[config.mk]
export PLATFORM = sky130hd
export DESIGN_NAME = bus_arbiter
export DESIGN_NICKNAME = d
export VERILOG_FILES = /design/src/rtl/bus_arbiter.sv
export SDC_FILE = /design/constraint.sdc
export NUM_CORES = 1
export LEC_CHECK = 0
export CAP_MARGIN = 25
export CORE_MARGIN = 5
export CORE_UTILIZATION = 35
export CTS_CLUSTER_DIAMETER = 200
export DETAILED_ROUTE_END_ITERATION = 7
export GPL_TIMING_DRIVEN = 1
export PLACE_DENSITY = 0.73
export RECOVER_POWER = 50
export SLEW_MARGIN = 25
export SYNTH_ARGS = -nofsm -noshare
export SYNTH_HDL_FRONTEND = slang
export SYNTH_SLANG_ARGS = --single-unit
[constraint.sdc]
create_clock -name clk -period 5.1 [get_ports clk]
set_clock_uncertainty 0.05 [all_clocks]
set_input_delay 1.02 -clock clk [delete_from_list [all_inputs] [get_ports clk]]
set_output_delay 1.02 -clock clk [all_outputs]
set_load 0.1 [all_outputs]
[src/rtl/bus_arbiter.sv]
// bus_arbiter: round-robin arbiter and transfer sequencer for the shared
// 32-bit datapath bus. Each cycle it picks one requester and, one cycle later,
// drives a one-hot grant together with one-hot source-select and destination
// load-enable vectors decoded from the winner's codes.
//
// Ports:
//   clk        rising-edge clock
//   clr        synchronous active-high reset
//   req        per-requester transfer request            [NREQ]
//   lock       per-requester bus-hold request            [NREQ]
//   src_code   packed source codes, requester i at [i*CW +: CW]
//   dst_code   packed destination codes, same packing
//   gnt        one-hot grant, high in the transfer cycle [NREQ]
//   drive_sel  one-hot source select, 1<<src of winner   [NSRC]
//   load_en    one-hot destination load, 1<<dst of winner [NSRC]
//   busy       high whenever a grant is active
//   err        one-cycle pulse when the granted src or dst code is out of range
module bus_arbiter #(
  parameter int NREQ    = 4,
  parameter int NSRC    = 24,
  parameter int CW      = 5,
  parameter int MAXLOCK = 8
) (
  input  logic               clk,
  input  logic               clr,
  input  logic [NREQ-1:0]    req,
  input  logic [NREQ-1:0]    lock,
  input  logic [NREQ*CW-1:0] src_code,
  input  logic [NREQ*CW-1:0] dst_code,
  output logic [NREQ-1:0]    gnt,
  output logic [NSRC-1:0]    drive_sel,
  output logic [NSRC-1:0]    load_en,
  output logic               busy,
  output logic               err
);

  localparam int PW = $clog2(NREQ);
  localparam int LW = $clog2(MAXLOCK + 1);

  logic [PW-1:0] ptr;
  logic [PW-1:0] owner;
  logic          owner_vld;
  logic [LW-1:0] lock_cnt;

  logic            hold;
  logic            release_lock;
  logic            any_win;
  logic [PW-1:0]   win;
  logic [PW-1:0]   idx;
  logic            found;
  logic [NREQ-1:0] others;
  logic [NREQ-1:0] cand;
  logic [CW-1:0]   w_src;
  logic [CW-1:0]   w_dst;
  logic            src_ok;
  logic            dst_ok;

  always_comb begin
    hold         = owner_vld && req[owner] && lock[owner];
    others       = req;
    others[owner] = 1'b0;
    // Owner has used its full allowance and someone else is waiting:
    // skip the owner this cycle and let round-robin pick among the rest.
    release_lock = hold && (lock_cnt == LW'(MAXLOCK)) && (|others);
    any_win      = |req;
    cand         = release_lock ? others : req;
    win          = '0;
    idx          = '0;
    found        = 1'b0;
    if (hold && !release_lock) begin
      win   = owner;
      found = 1'b1;
    end else begin
      for (int unsigned k = 0; k < NREQ; k++) begin
        idx = PW'((32'(ptr) + k) % 32'(NREQ));
        if (!found && cand[idx]) begin
          win   = idx;
          found = 1'b1;
        end
      end
    end
    w_src  = src_code[32'(win)*CW +: CW];
    w_dst  = dst_code[32'(win)*CW +: CW];
    src_ok = 32'(w_src) < 32'(NSRC);
    dst_ok = 32'(w_dst) < 32'(NSRC);
  end

  always_ff @(posedge clk) begin
    if (clr) begin
      gnt       <= '0;
      drive_sel <= '0;
      load_en   <= '0;
      busy      <= 1'b0;
      err       <= 1'b0;
      ptr       <= '0;
      owner     <= '0;
      owner_vld <= 1'b0;
      lock_cnt  <= '0;
    end else begin
      busy      <= any_win;
      gnt       <= any_win ? (NREQ'(1) << win) : '0;
      drive_sel <= (any_win && src_ok) ? (NSRC'(1) << w_src) : '0;
      load_en   <= (any_win && dst_ok) ? (NSRC'(1) << w_dst) : '0;
      err       <= any_win && !(src_ok && dst_ok);
      if (any_win) begin
        ptr <= (32'(win) == 32'(NREQ - 1)) ? '0 : win + 1'b1;
        if (hold && !release_lock) begin
          if (lock_cnt != LW'(MAXLOCK))
            lock_cnt <= lock_cnt + 1'b1;
        end else if (lock[win]) begin
          owner     <= win;
          owner_vld <= 1'b1;
          lock_cnt  <= LW'(1);
        end else begin
          owner_vld <= 1'b0;
          lock_cnt  <= '0;
        end
      end else if (!hold) begin
        // Owner dropped its request while the bus went idle.
        owner_vld <= 1'b0;
      end
    end
  end

endmodule

Word-level counts from Yosys, hierarchy flattened --
Cells that the tools add are included.
Operators by class: muxes and demuxes 36, add/sub/neg operators 5, reductions and logical operators 26, multipliers 1, $lt $le $gt $ge 9, div/mod/pow operators 0, bitwise operators 6, shifts and indexed selects 5, equal/unequal tests 6
Operator list (count):
- left shift 1 x 5 -> 24 bit (first input constant) | 2
- indexed part select 20 x 6 -> 5 bit | 2
- 2-to-1 mux 1 bit | 19
- < comparator 2 x 3 -> 1 bit (second input constant) | 6
- binary-select mux 1 bit (select 2 bit) | 7
- logical AND 1 bit | 13
- 2-to-1 mux 2 bit | 6
- 2-to-1 mux 4 bit | 3
- < comparator 5 bit (second input constant) | 2
- OR reduction 4 bit | 2
- OR reduction 2 bit | 3
- zero test 1 bit | 5
- multiplier 2 x 3 -> 5 bit (second input constant) | 1
- adder 2 x 1 -> 2 bit (second input constant) | 2
- adder 2 bit (second input constant) | 2
- adder 4 x 1 -> 4 bit (second input constant) | 1
- AND 4 bit | 1
- equality test 4 bit (second input constant) | 1
- != test 2 x 1 -> 1 bit (second input constant) | 2
- != test 4 bit (second input constant) | 1
- inverter 1 bit | 4
- inverter 4 bit | 1
- AND reduction 2 bit | 2
- left shift 1 x 2 -> 4 bit (first input constant) | 1
- other kinds (5) | 5
Word-level totals: memory bits (read-only) 0, output and inout port bits 54, bits in latches 0, input port bits 50, memories 0, bits in writable memories 0, register bits after elaboration 63

Logic depth before layout (Yosys ltp) --
Gate-level depths: netlist of the first run.
word-level depth 31, gate-level depth with buffers 15

Least setup slack after synthesis of the first run --
Ideal clock, no wire load.
path kind input -> register, start input port req[0], end register drive_sel[0], arrival time 3800 ps, path buffers 5, stages on the path 14, path slack 1158 ps, required time 4958 ps, path through buf_6 or3b_2 o221ai_4 o2111ai_4 nor2b_4 a221oi_2 buf_6 buf_12 buf_8 mux2i_1 mux2i_2 or2_2 clkbuf_1 nor4_1
Between the ends: longest elaborated chain between the ends 29, elaborated cells on any way between the ends 44, those cells by class 1 x mul; 1 x order compare; 2 x shift; 22 x mux; 2 x bitwise; 16 x reduce/logical
RTL lines:
- start, declared | RTL line 26 | input logic [NREQ-1:0] req,
- binary-select mux 1 bit (select 2 bit) | RTL line 59 | hold = owner_vld && req[owner] && lock[owner];
- 2-to-1 mux 1 bit (not written as such) | RTL line 59
- logical AND 1 bit (2 in series) | RTL line 59
- logical AND 1 bit (2 in series) | RTL line 64 | release_lock = hold && (lock_cnt == LW'(MAXLOCK)) && (|others);
- 2-to-1 mux 4 bit | RTL line 66 | cand = release_lock ? others : req;
- binary-select mux 1 bit (select 2 bit) | RTL line 76 | if (!found && cand[idx]) begin
- 2-to-1 mux 1 bit (not written as such) | RTL line 76
- 2-to-1 mux 1 bit | RTL line 76
- (+11 left out)
- 2-to-1 mux 2 bit | RTL line 76
- 2-to-1 mux 2 bit | RTL line 70 | if (hold && !release_lock) begin
- multiplier 2 x 3 -> 5 bit | RTL line 82 | w_src = src_code[32'(win)*CW +: CW];
- indexed part select 20 x 6 -> 5 bit | RTL line 82
- < comparator 5 bit | RTL line 84 | src_ok = 32'(w_src) < 32'(NSRC);
- logical AND 1 bit | RTL line 102 | drive_sel <= (any_win && src_ok) ? (NSRC'(1) << w_src) : '0;
- inverter 1 bit (no line)
- OR reduction 2 bit (no line)
- end signal, assigned | RTL line 102
- end, declared | RTL line 31 | output logic [NSRC-1:0] drive_sel,
Parallel ways exist; a longest one is shown, timed or not. The select of a mux whose other input is x is not followed. A chain may end at the register's enable or synchronous reset.

Worst setup path after layout of the first run --
start input port req[1], end register load_en[2]
Between the ends: longest elaborated chain between the ends 29, elaborated cells on any way between the ends 44, those cells by class 1 x mul; 1 x order compare; 2 x shift; 22 x mux; 2 x bitwise; 16 x reduce/logical
RTL lines:
- binary-select mux 1 bit (select 2 bit) | RTL line 59
- 2-to-1 mux 1 bit (not written as such) | RTL line 59
- logical AND 1 bit (2 in series) | RTL line 59
- logical AND 1 bit (2 in series) | RTL line 64
- 2-to-1 mux 4 bit | RTL line 66
- binary-select mux 1 bit (select 2 bit) | RTL line 76
- 2-to-1 mux 1 bit (not written as such) | RTL line 76
- 2-to-1 mux 1 bit | RTL line 76
- (+11 left out)
- 2-to-1 mux 2 bit | RTL line 76
- 2-to-1 mux 2 bit | RTL line 70
- multiplier 2 x 3 -> 5 bit | RTL line 83 | w_dst = dst_code[32'(win)*CW +: CW];
- indexed part select 20 x 6 -> 5 bit | RTL line 83
- < comparator 5 bit | RTL line 85 | dst_ok = 32'(w_dst) < 32'(NSRC);
- logical AND 1 bit | RTL line 103 | load_en <= (any_win && dst_ok) ? (NSRC'(1) << w_dst) : '0;
- inverter 1 bit (no line)
- OR reduction 2 bit (no line)
- end signal, assigned | RTL line 103
- end, declared | RTL line 32 | output logic [NSRC-1:0] load_en,
Parallel ways exist; a longest one is shown, timed or not. The select of a mux whose other input is x is not followed.

==> metrics.yaml, run 1 <==
status: "completed"
yosysMostFrequentCell: "dfxtp_1"
ys_seq_elements: 63
clockBufferDepth: 2
synth_top_area_share_pct: 46.32
rsz0062_at_grt: "no"
insertion_delay_ns: 0.33
core_area_um2: 7647
synth_top_family_by_area: "simple AND/OR/NAND/NOR gates"
num_vias: 2363
yosys_warnings: 0
drt_iter0_markers: 91
crit_chain: "dlygate4sd3_1, or4b_1, o221ai_4, o2111ai_4, and2_1, a221oi_4, buf_4, mux2i_1, mux2i_1, or3_1, nor4b_1"
cp-start-kind: "primary input"
synth_commonest_cells: "dfxtp_1, nor2_1, mux2i_1, nand2_1, nor3_1"
setup_violations: 0
critPathTopFamily: "simple AND/OR/NAND/NOR gates"
dp.final_hpwl_mm: 5.534
synthAdderAreaFrac_pct: 0.9191
post_drt_wl_per_cell_um: 14.58
slew_viol_final: 0
timing.fmax_ghz: 0.2174
fin_tns_setup_ns: 0
powerDensity_nw_per_um2: 457.2
synthTopCellsByArea: "dfxtp_1, mux2i_1, nor2_1"
dieArea_um2: 9643
peakVddDrop_mv: 0.1589
synth_edf_count: 0
track_usage_pct: 15.19
crit_type: "in -> reg"
nNetsFinal: 434
arrival_ns: 4.79
worstPathMaxFanout: 11
drcViolationCount: 0
syn_nets: 326
synth.distinct_cells: 52
htree_levels: 3
cts_tree: "yes"
clkTransAtPathRegs_ns: 0.07
hp-class: "reg -> reg"
netlist_area_um2: 2723
cp_common_cell: "mux2i_1"
antenna_found_initial: 0
drive_gt1_share_pct: 9.302
tightest_slew_ns: 1.011
async_flop_share_pct: 0
io_pins: 104
timing.final.crit_share_pct: 90.18
clkSinkCount: 63
rows: 32
hold_viol: 0
grt_pass1_wl_mm: 11.79
cpMaxStageDelayCell: "dlygate4sd3_1"
synth_flop_cell: "dfxtp_1"
slew_headroom_pct: 32.37
synth_cells: 274
final_core_util_pct: 52.41
postCtsSetupRepairBufs: 0
yosys.area.top_type: "dfxtp_1"
die_w_um: 98.20
numCtsBuffers: 9
max_stage_delay_ns: 0.62
power_leakage_nw: 1.644
grt_pass1_vias: 2463
synthSimpleGateAreaFrac_pct: 23.35
synth_compound_area_share_pct: 10.57
crit_buf_inv: 2
synth-seq-area-share_pct: 46.32
post_cts_resized: 0
dr.pass1.iters: 5
ant_nets: 0
synthMuxAreaShare_pct: 14.20
initial_core_util_pct: 35.60
routed_wl_mm: 7.130
area_delta_synth_final_pct: 47.20
vias_per_cell: 4.832
period_minus_slack_ns: 4.599
yosys.area_share.xor_xnor_pct: 0.3217
grt_max_degree: 16
io_buffer_count: 103
gp_congestion: 0.8341
worst_setup_path_end_kind: "flop"
antenna_cells: 0
cts_hold_buf: 0
synth.avg_cell_area_um2: 9.937
fp.dieH_um: 98.20
root_buffer: "clkbuf_8"
globalRouteOverflowTotal: 0
crit_required_ns: 5.29
drv_cap: 0
[tightest hold or removal path: stages, from the launching register on]
cell and delay [ns]:
dfxtp_1 0.33, o21ai_0 0.08, a21oi_1 0.06
[area by class of cell]
| cell class | count | area (um2) |
|---|---|---|
| clock inverters | 6 | 37.54 |
| multi-input cells | 193 | 1351 |
| inverters | 5 | 18.77 |
| repair buffers | 110 | 1084 |
| well taps | 102 | 127.6 |
| clock buffers | 10 | 127.6 |
| fillers | 685 | 3640 |
| flip-flops and latches | 63 | 1261 |
[stage by stage]
step	hold WS (ns)	cell area, um2	total power, mW	setup WS, ns	instances
floorplan	0.4170	2723	1.296	1.158	274
global placement	0.4308	3846	1.487	0.3054	473
detailed placement	0.4501	3846	1.498	0.2885	473
CTS	0.4619	4011	1.863	0.6004	489
global route	0.4931	4008	1.931	0.2654	489
finish	0.4575	4008	1.832	0.5008	489
[registers in the layout, summed over array words and instances (netlist names)]
register / count
owner: 2
busy: 1
load_en: 24
err: 1
drive_sel: 24
lock_cnt: 4
ptr: 2
gnt: 4
owner_vld: 1
[report_power, final]
part           internal (mW)  switching (mW)  leakage (nW)
Combinational          0.289           0.594          1.06
Clock                  0.173           0.188        0.0781
Sequential             0.544          0.0434         0.511
[cells by family after synthesis]
group | Yosys count
adders and majority gates | 2
AOI/OAI and AO/OA | 35
DFF | 63
xor gates and xnor gates | 1
muxes | 36
buffers and inverters | 18
and+or+nand+nor | 119
[layer usage]
metal	vias to the layer above	global-route usage (%)	part of all wire, %
met1	1073	17.82	43
met5	-	0	0
li1	1183	-	-
met2	98	25.13	47
met3	9	6.143	8.6
met4	0	5.357	1.3
[final timing paths]
path | startpoint | endpoint | slack [ns] | cells after the start
setup / recovery | req[1] | load_en[2] | 0.50 | 11
hold / removal | lock_cnt[3] | lock_cnt[3] | 0.46 | 2
setup reg to reg | owner[1] | load_en[2] | 1.22 | 10
hold reg to reg | lock_cnt[3] | lock_cnt[3] | 0.46 | 2
[placed cells by master, fill, tap and decap left out, types with 3 or more instances in the layout]
cell type and n:
a21oi_1 6, a22oi_1 3, buf_4 7, clkbuf_8 9
clkdlybuf4s50_1 48, clkinv_2 3, clkinvlp_4 3, dfxtp_1 63
dlygate4sd3_1 55, inv_1 5, mux2i_1 30, mux2i_2 3
nand2_1 12, nand2b_1 5, nand3_1 5, nand3b_1 4
nand4_1 4, nor2_1 43, nor2b_1 7, nor3_1 10
nor3b_1 3, nor4_1 4, o211ai_1 4, o21ai_0 9
or3_1 5, or3b_1 4
No activity file was read; power rests on OpenSTA's default activity.
==> inputs of run 2 (changes only) <==
--- a/config.mk
+++ b/config.mk
@@ -11,7 +11,7 @@
 export CTS_CLUSTER_DIAMETER = 200
 export DETAILED_ROUTE_END_ITERATION = 7
 export GPL_TIMING_DRIVEN = 1
-export PLACE_DENSITY = 0.73
+export PLACE_DENSITY = 0.66
 export RECOVER_POWER = 50
 export SLEW_MARGIN = 25
 export SYNTH_ARGS = -nofsm -noshare
==> metrics.yaml, run 2 (same netlist as run 1, synthesis figures left out) <==
track_usage_pct: 14.56  # -0.63 points
slew_viol_final: 0  # unchanged
drt_iter0_markers: 116  # +27%
grt_max_degree: 18  # +2
power_leakage_nw: 1.668  # +1.5%
dp.cells: 473  # unchanged
clockBufferDepth: 2  # unchanged
drcViolationCount: 0  # unchanged
powerDensity_nw_per_um2: 474.2  # +3.7%
drive_gt1_share_pct: 9.302  # unchanged
grt_pass1_wl_mm: 11.54  # -2.2%
cts_hold_buf: 0  # unchanged
post_drt_wl_per_cell_um: 14.22  # -2.4%
fin_tns_setup_ns: 0  # unchanged
hold_viol: 0  # unchanged
ant_nets: 0  # unchanged
status: "completed"
antenna_cells: 0  # unchanged
use_met2_pct: 23.35  # -1.8 points
hp-class: "reg -> reg"
globalRouteOverflowTotal: 0  # unchanged
grt_pass1_vias: 2387  # -3.1%
final_common_cell: "dfxtp_1"
fp.dieH_um: 98.20  # unchanged
cp-start-kind: "primary input"
nNetsFinal: 434  # unchanged
vias_per_cell: 4.822  # -0.21%
antenna_found_initial: 0  # unchanged
arrival_ns: 4.71  # -0.08 ns
rsz0062_at_grt: "no"
slew_headroom_pct: 32.76  # +0.39 points
cts_tree: "yes"
worstPathMaxFanout: 11  # unchanged
holdWs_ns: 0.4634  # +0.005955 ns
r2r-start: "owner[1]"
timing.fmax_ghz: 0.2205  # +1.4%
area_delta_synth_final_pct: 48.94
setup_violations: 0  # unchanged
use_met1_pct: 18.25  # +0.42 points
period_minus_slack_ns: 4.535  # -0.06463 ns
tightest_slew_ns: 1.005  # -0.005861 ns
initial_core_util_pct: 35.60  # unchanged
num_vias: 2358  # -0.21%
crit_required_ns: 5.28  # about the same
core_area_um2: 7647  # unchanged
crit_path_start: "req[1]"
stdcell_count: 489  # unchanged
rows: 32  # unchanged
gp_congestion: 0.8089  # -3.0%
routed_wl_mm: 6.956  # -2.4%
peakVddDrop_mv: 0.2371  # +49%
dr.pass1.iters: 4  # -1
htree_levels: 3  # unchanged
timing.final.crit_share_pct: 88.91  # -1.3 points
worst_setup_path_end_kind: "flop"
final_area_um2: 4055  # +1.2%
clkTransAtPathRegs_ns: 0.07  # about the same
postPlaceCellArea_um2: 3846  # unchanged
insertion_delay_ns: 0.32  # about the same
post_cts_resized: 0  # unchanged
postCtsSetupRepairBufs: 0  # unchanged
dieArea_um2: 9643  # unchanged
numCtsBuffers: 9  # unchanged
die_w_um: 98.20  # unchanged
reg.largest.list: "drive_sel: 24 flops, load_en: 24 flops"
dp_worst_setup_slack_ns: 0.3697  # +0.08121 ns
layout_common_cells: "dfxtp_1, dlygate4sd3_1, clkdlybuf4s50_1"
io_pins: 104  # unchanged
use_met3_pct: 4.429  # -1.7 points
fin_ws_ns: 0.5655  # +0.06463 ns
crit_type: "in -> reg"
clkSinkCount: 63  # unchanged
min_from: "lock_cnt[3]"
drv_cap: 0  # unchanged
io_buffer_count: 103  # unchanged
dp.final_hpwl_mm: 5.381  # -2.8%
root_buffer: "clkbuf_8"
grt.busiest_layer: "met2"
run 2: cell count changes in the layout (fill, tap and decap cells not counted), sizes merged:
cell      previous run  this run
bufinv               0         2
clkinvlp             3         2
clkinv               3         2
run 2: worst paths after layout:
path	endpoint	slack, ns	cells after the start
min reg2reg	lock_cnt[3]	0.46	2
max	load_en[2]	0.57	11
min	lock_cnt[3]	0.46	2
max reg2reg	load_en[2]	1.31	10
run 2: cell type report:
class	count	area, um2
Clock buffer	10	127.6
Multi-Input combinational cell	193	1351
Fill cell	694	3592
Timing Repair Buffer	110	1084
Inverter	5	18.77
Clock inverter	6	85.08
Tap cell	102	127.6
Sequential cell	63	1261
run 2: worst max-delay path, stage by stage:
cell	delay, ns
dlygate4sd3_1	0.61
or4b_1	0.57
o221ai_4	0.29
o2111ai_4	0.23
nor2b_4	0.19
a221oi_4	0.30
buf_4	0.27
mux2i_1	0.23
mux2i_1	0.14
or3_1	0.52
nor4b_1	0.33
run 2: metrics by stage:
stage	total power, mW	util, %
finish	1.923	53.03
CTS	1.962	53.08
global route	2.024	53.03
detailed placement	1.497	50.29
floorplan	1.296	-
global placement	1.487	50.29
run 2: per-layer routing:
layer / wire (um) / up-vias
met2: 3087 / 104
met1: 3228 / 1057
met4: 116 / 0
met5: 0 / -
li1: - / 1183
met3: 523 / 14
run 2: power by group:
part           switching (mW)  internal (mW)  total (mW)  leakage, nW
logic                   0.589          0.290       0.879         1.05
registers              0.0446          0.544       0.589        0.511
clock network           0.182          0.273       0.455        0.102
==> inputs of run 3 (changes only) <==
--- a/config.mk
+++ b/config.mk
@@ -5,13 +5,11 @@
 export SDC_FILE = /design/constraint.sdc
 export NUM_CORES = 1
 export LEC_CHECK = 0
-export CAP_MARGIN = 25
 export CORE_MARGIN = 5
-export CORE_UTILIZATION = 35
+export CORE_UTILIZATION = 39
 export CTS_CLUSTER_DIAMETER = 200
 export DETAILED_ROUTE_END_ITERATION = 7
-export GPL_TIMING_DRIVEN = 1
-export PLACE_DENSITY = 0.66
+export PLACE_DENSITY = 0.72
 export RECOVER_POWER = 50
 export SLEW_MARGIN = 25
 export SYNTH_ARGS = -nofsm -noshare
==> metrics.yaml, run 3 (same netlist as run 1, synthesis figures left out) <==
crit_path_start: "req[1]"
final_common_cell: "dfxtp_1"
grt_max_degree: 15  # -3
powerDensity_nw_per_um2: 469.9  # -0.91%
gp_congestion: 0.8444  # +4.4%
drive_gt1_share_pct: 9.794  # +0.49 points
globalRouteOverflowTotal: 0  # unchanged
crit_type: "in -> reg"
slew_viol_final: 0  # unchanged
fin_ws_ns: 0.5849  # +0.01948 ns
arrival_ns: 4.70  # about the same
setup_violations: 0  # unchanged
cts_tree: "yes"
die_w_um: 93.55  # -4.7%
fin_tns_setup_ns: 0  # unchanged
grt_pass1_wl_mm: 11.96  # +3.7%
multiInputGateArea_um2: 1351  # unchanged
initial_core_util_pct: 40.07  # +4.5 points
dr.pass1.iters: 4  # unchanged
drt_iter0_markers: 207  # +78%
hp-class: "reg -> reg"
insertion_delay_ns: 0.33  # about the same
area_delta_synth_final_pct: 48.39
crit_chain: "dlygate4sd3_1, or4b_1, o221ai_4, o2111ai_4, and2_1, a221oi_4, buf_4, mux2i_1, mux2i_1, or3_1, nor4b_1"
min_from: "lock_cnt[3]"
io_buffer_count: 103  # unchanged
antenna_cells: 0  # unchanged
timing.fmax_ghz: 0.2215  # +0.43%
peakVddDrop_mv: 0.2315  # -2.4%
timing.final.crit_share_pct: 88.53  # -0.38 points
power_leakage_nw: 1.670  # +0.11%
tightest_slew_ns: 1.019  # +0.01356 ns
regArea_um2: 1261  # unchanged
clockBufferDepth: 2  # unchanged
critPathTopFamily: "simple AND/OR/NAND/NOR gates"
crit_required_ns: 5.29  # about the same
antenna_found_initial: 0  # unchanged
worstPathMaxFanout: 12  # +1
dieArea_um2: 8752  # -9.2%
crit_buf_inv: 2  # unchanged
root_buffer: "clkbuf_8"
dp.final_hpwl_mm: 5.461  # +1.5%
fillers: 624  # -10%
drv_cap: 0  # unchanged
post_cts_resized: 0  # unchanged
rsz0062_at_grt: "no"
ant_nets: 0  # unchanged
drcViolationCount: 0  # unchanged
routed_wl_mm: 7.099  # +2.1%
post_drt_wl_per_cell_um: 14.67  # +3.1%
worst_setup_path_end_kind: "flop"
reg.largest.list: "drive_sel: 24 flops, load_en: 24 flops"
vias_per_cell: 4.967  # +3.0%
cts_hold_buf: 0  # unchanged
status: "completed"
track_usage_pct: 17.06  # +2.5 points
cp_common_cell: "mux2i_1"
io_pins: 104  # unchanged
period_minus_slack_ns: 4.515  # -0.01948 ns
dp_worst_setup_slack_ns: 0.3271  # -0.04259 ns
clkSinkCount: 63  # unchanged
postCtsSetupRepairBufs: 0  # unchanged
numCtsBuffers: 9  # unchanged
r2r-start: "owner[1]"
cpMaxStageDelayCell: "dlygate4sd3_1"
nNetsFinal: 435  # +0.23%
rows: 30  # -6.3%
htree_levels: 3  # unchanged
slew_headroom_pct: 31.85  # -0.91 points
fp.dieH_um: 93.55  # -4.7%
hold_viol: 0  # unchanged
clkTransAtPathRegs_ns: 0.07  # about the same
num_vias: 2404  # +2.0%
max_stage_delay_ns: 0.62  # about the same
layout_common_cells: "dfxtp_1, dlygate4sd3_1, clkdlybuf4s50_1"
cp-start-kind: "primary input"
grt_pass1_vias: 2422  # +1.5%
core_area_um2: 6794  # -11%
[run 3: layout make-up]
class	instances	area share, %
multi-input combinational	193	33.45
clock buffer	9	3.066
inverter	5	0.4645
tap	96	2.973
timing repair buffer	111	27.01
sequential	63	31.22
clock inverter	7	1.827
[run 3: path summary, 6_finish.rpt]
kind                                     to  slack, ns  depth (start not counted)
worst max-delay path             load_en[2]       0.58                         11
worst min-delay path            lock_cnt[3]       0.47                          2
worst max register to register   load_en[2]       1.34                         10
worst min register to register  lock_cnt[3]       0.47                          2
[run 3: per-layer routing]
| metal | global-route usage (%) | share of wire, % |
|---|---|---|
| met5 | 0 | 0 |
| met4 | 5.054 | 1.1 |
| met3 | 6.677 | 9.7 |
| met2 | 26.80 | 46 |
| met1 | 21.64 | 43 |
[run 3: worst min-delay path: cells and delay by family, from the launching register on]
family             cells  cell delay (ns)
DFF                    1             0.33
AOI/OAI and AO/OA      2             0.14
[run 3: through the flow]
stage,util [%],total power [mW],area [um2],hold slack [ns],instances
after floorplan,-,1.296,2723,0.4170,274
after global placement,56.61,1.495,3846,0.4376,468
after detailed placement,56.61,1.503,3846,0.4618,468
after CTS,59.52,1.928,4044,0.4738,484
after global routing,59.47,2.003,4040,0.4932,484
final,59.47,1.898,4040,0.4652,484
[run 3: power breakdown]
part | internal [mW] | switching (mW)
sequential | 0.544 | 0.0425
combinational | 0.294 | 0.597
clock | 0.226 | 0.195
total | 1.06 | 0.835
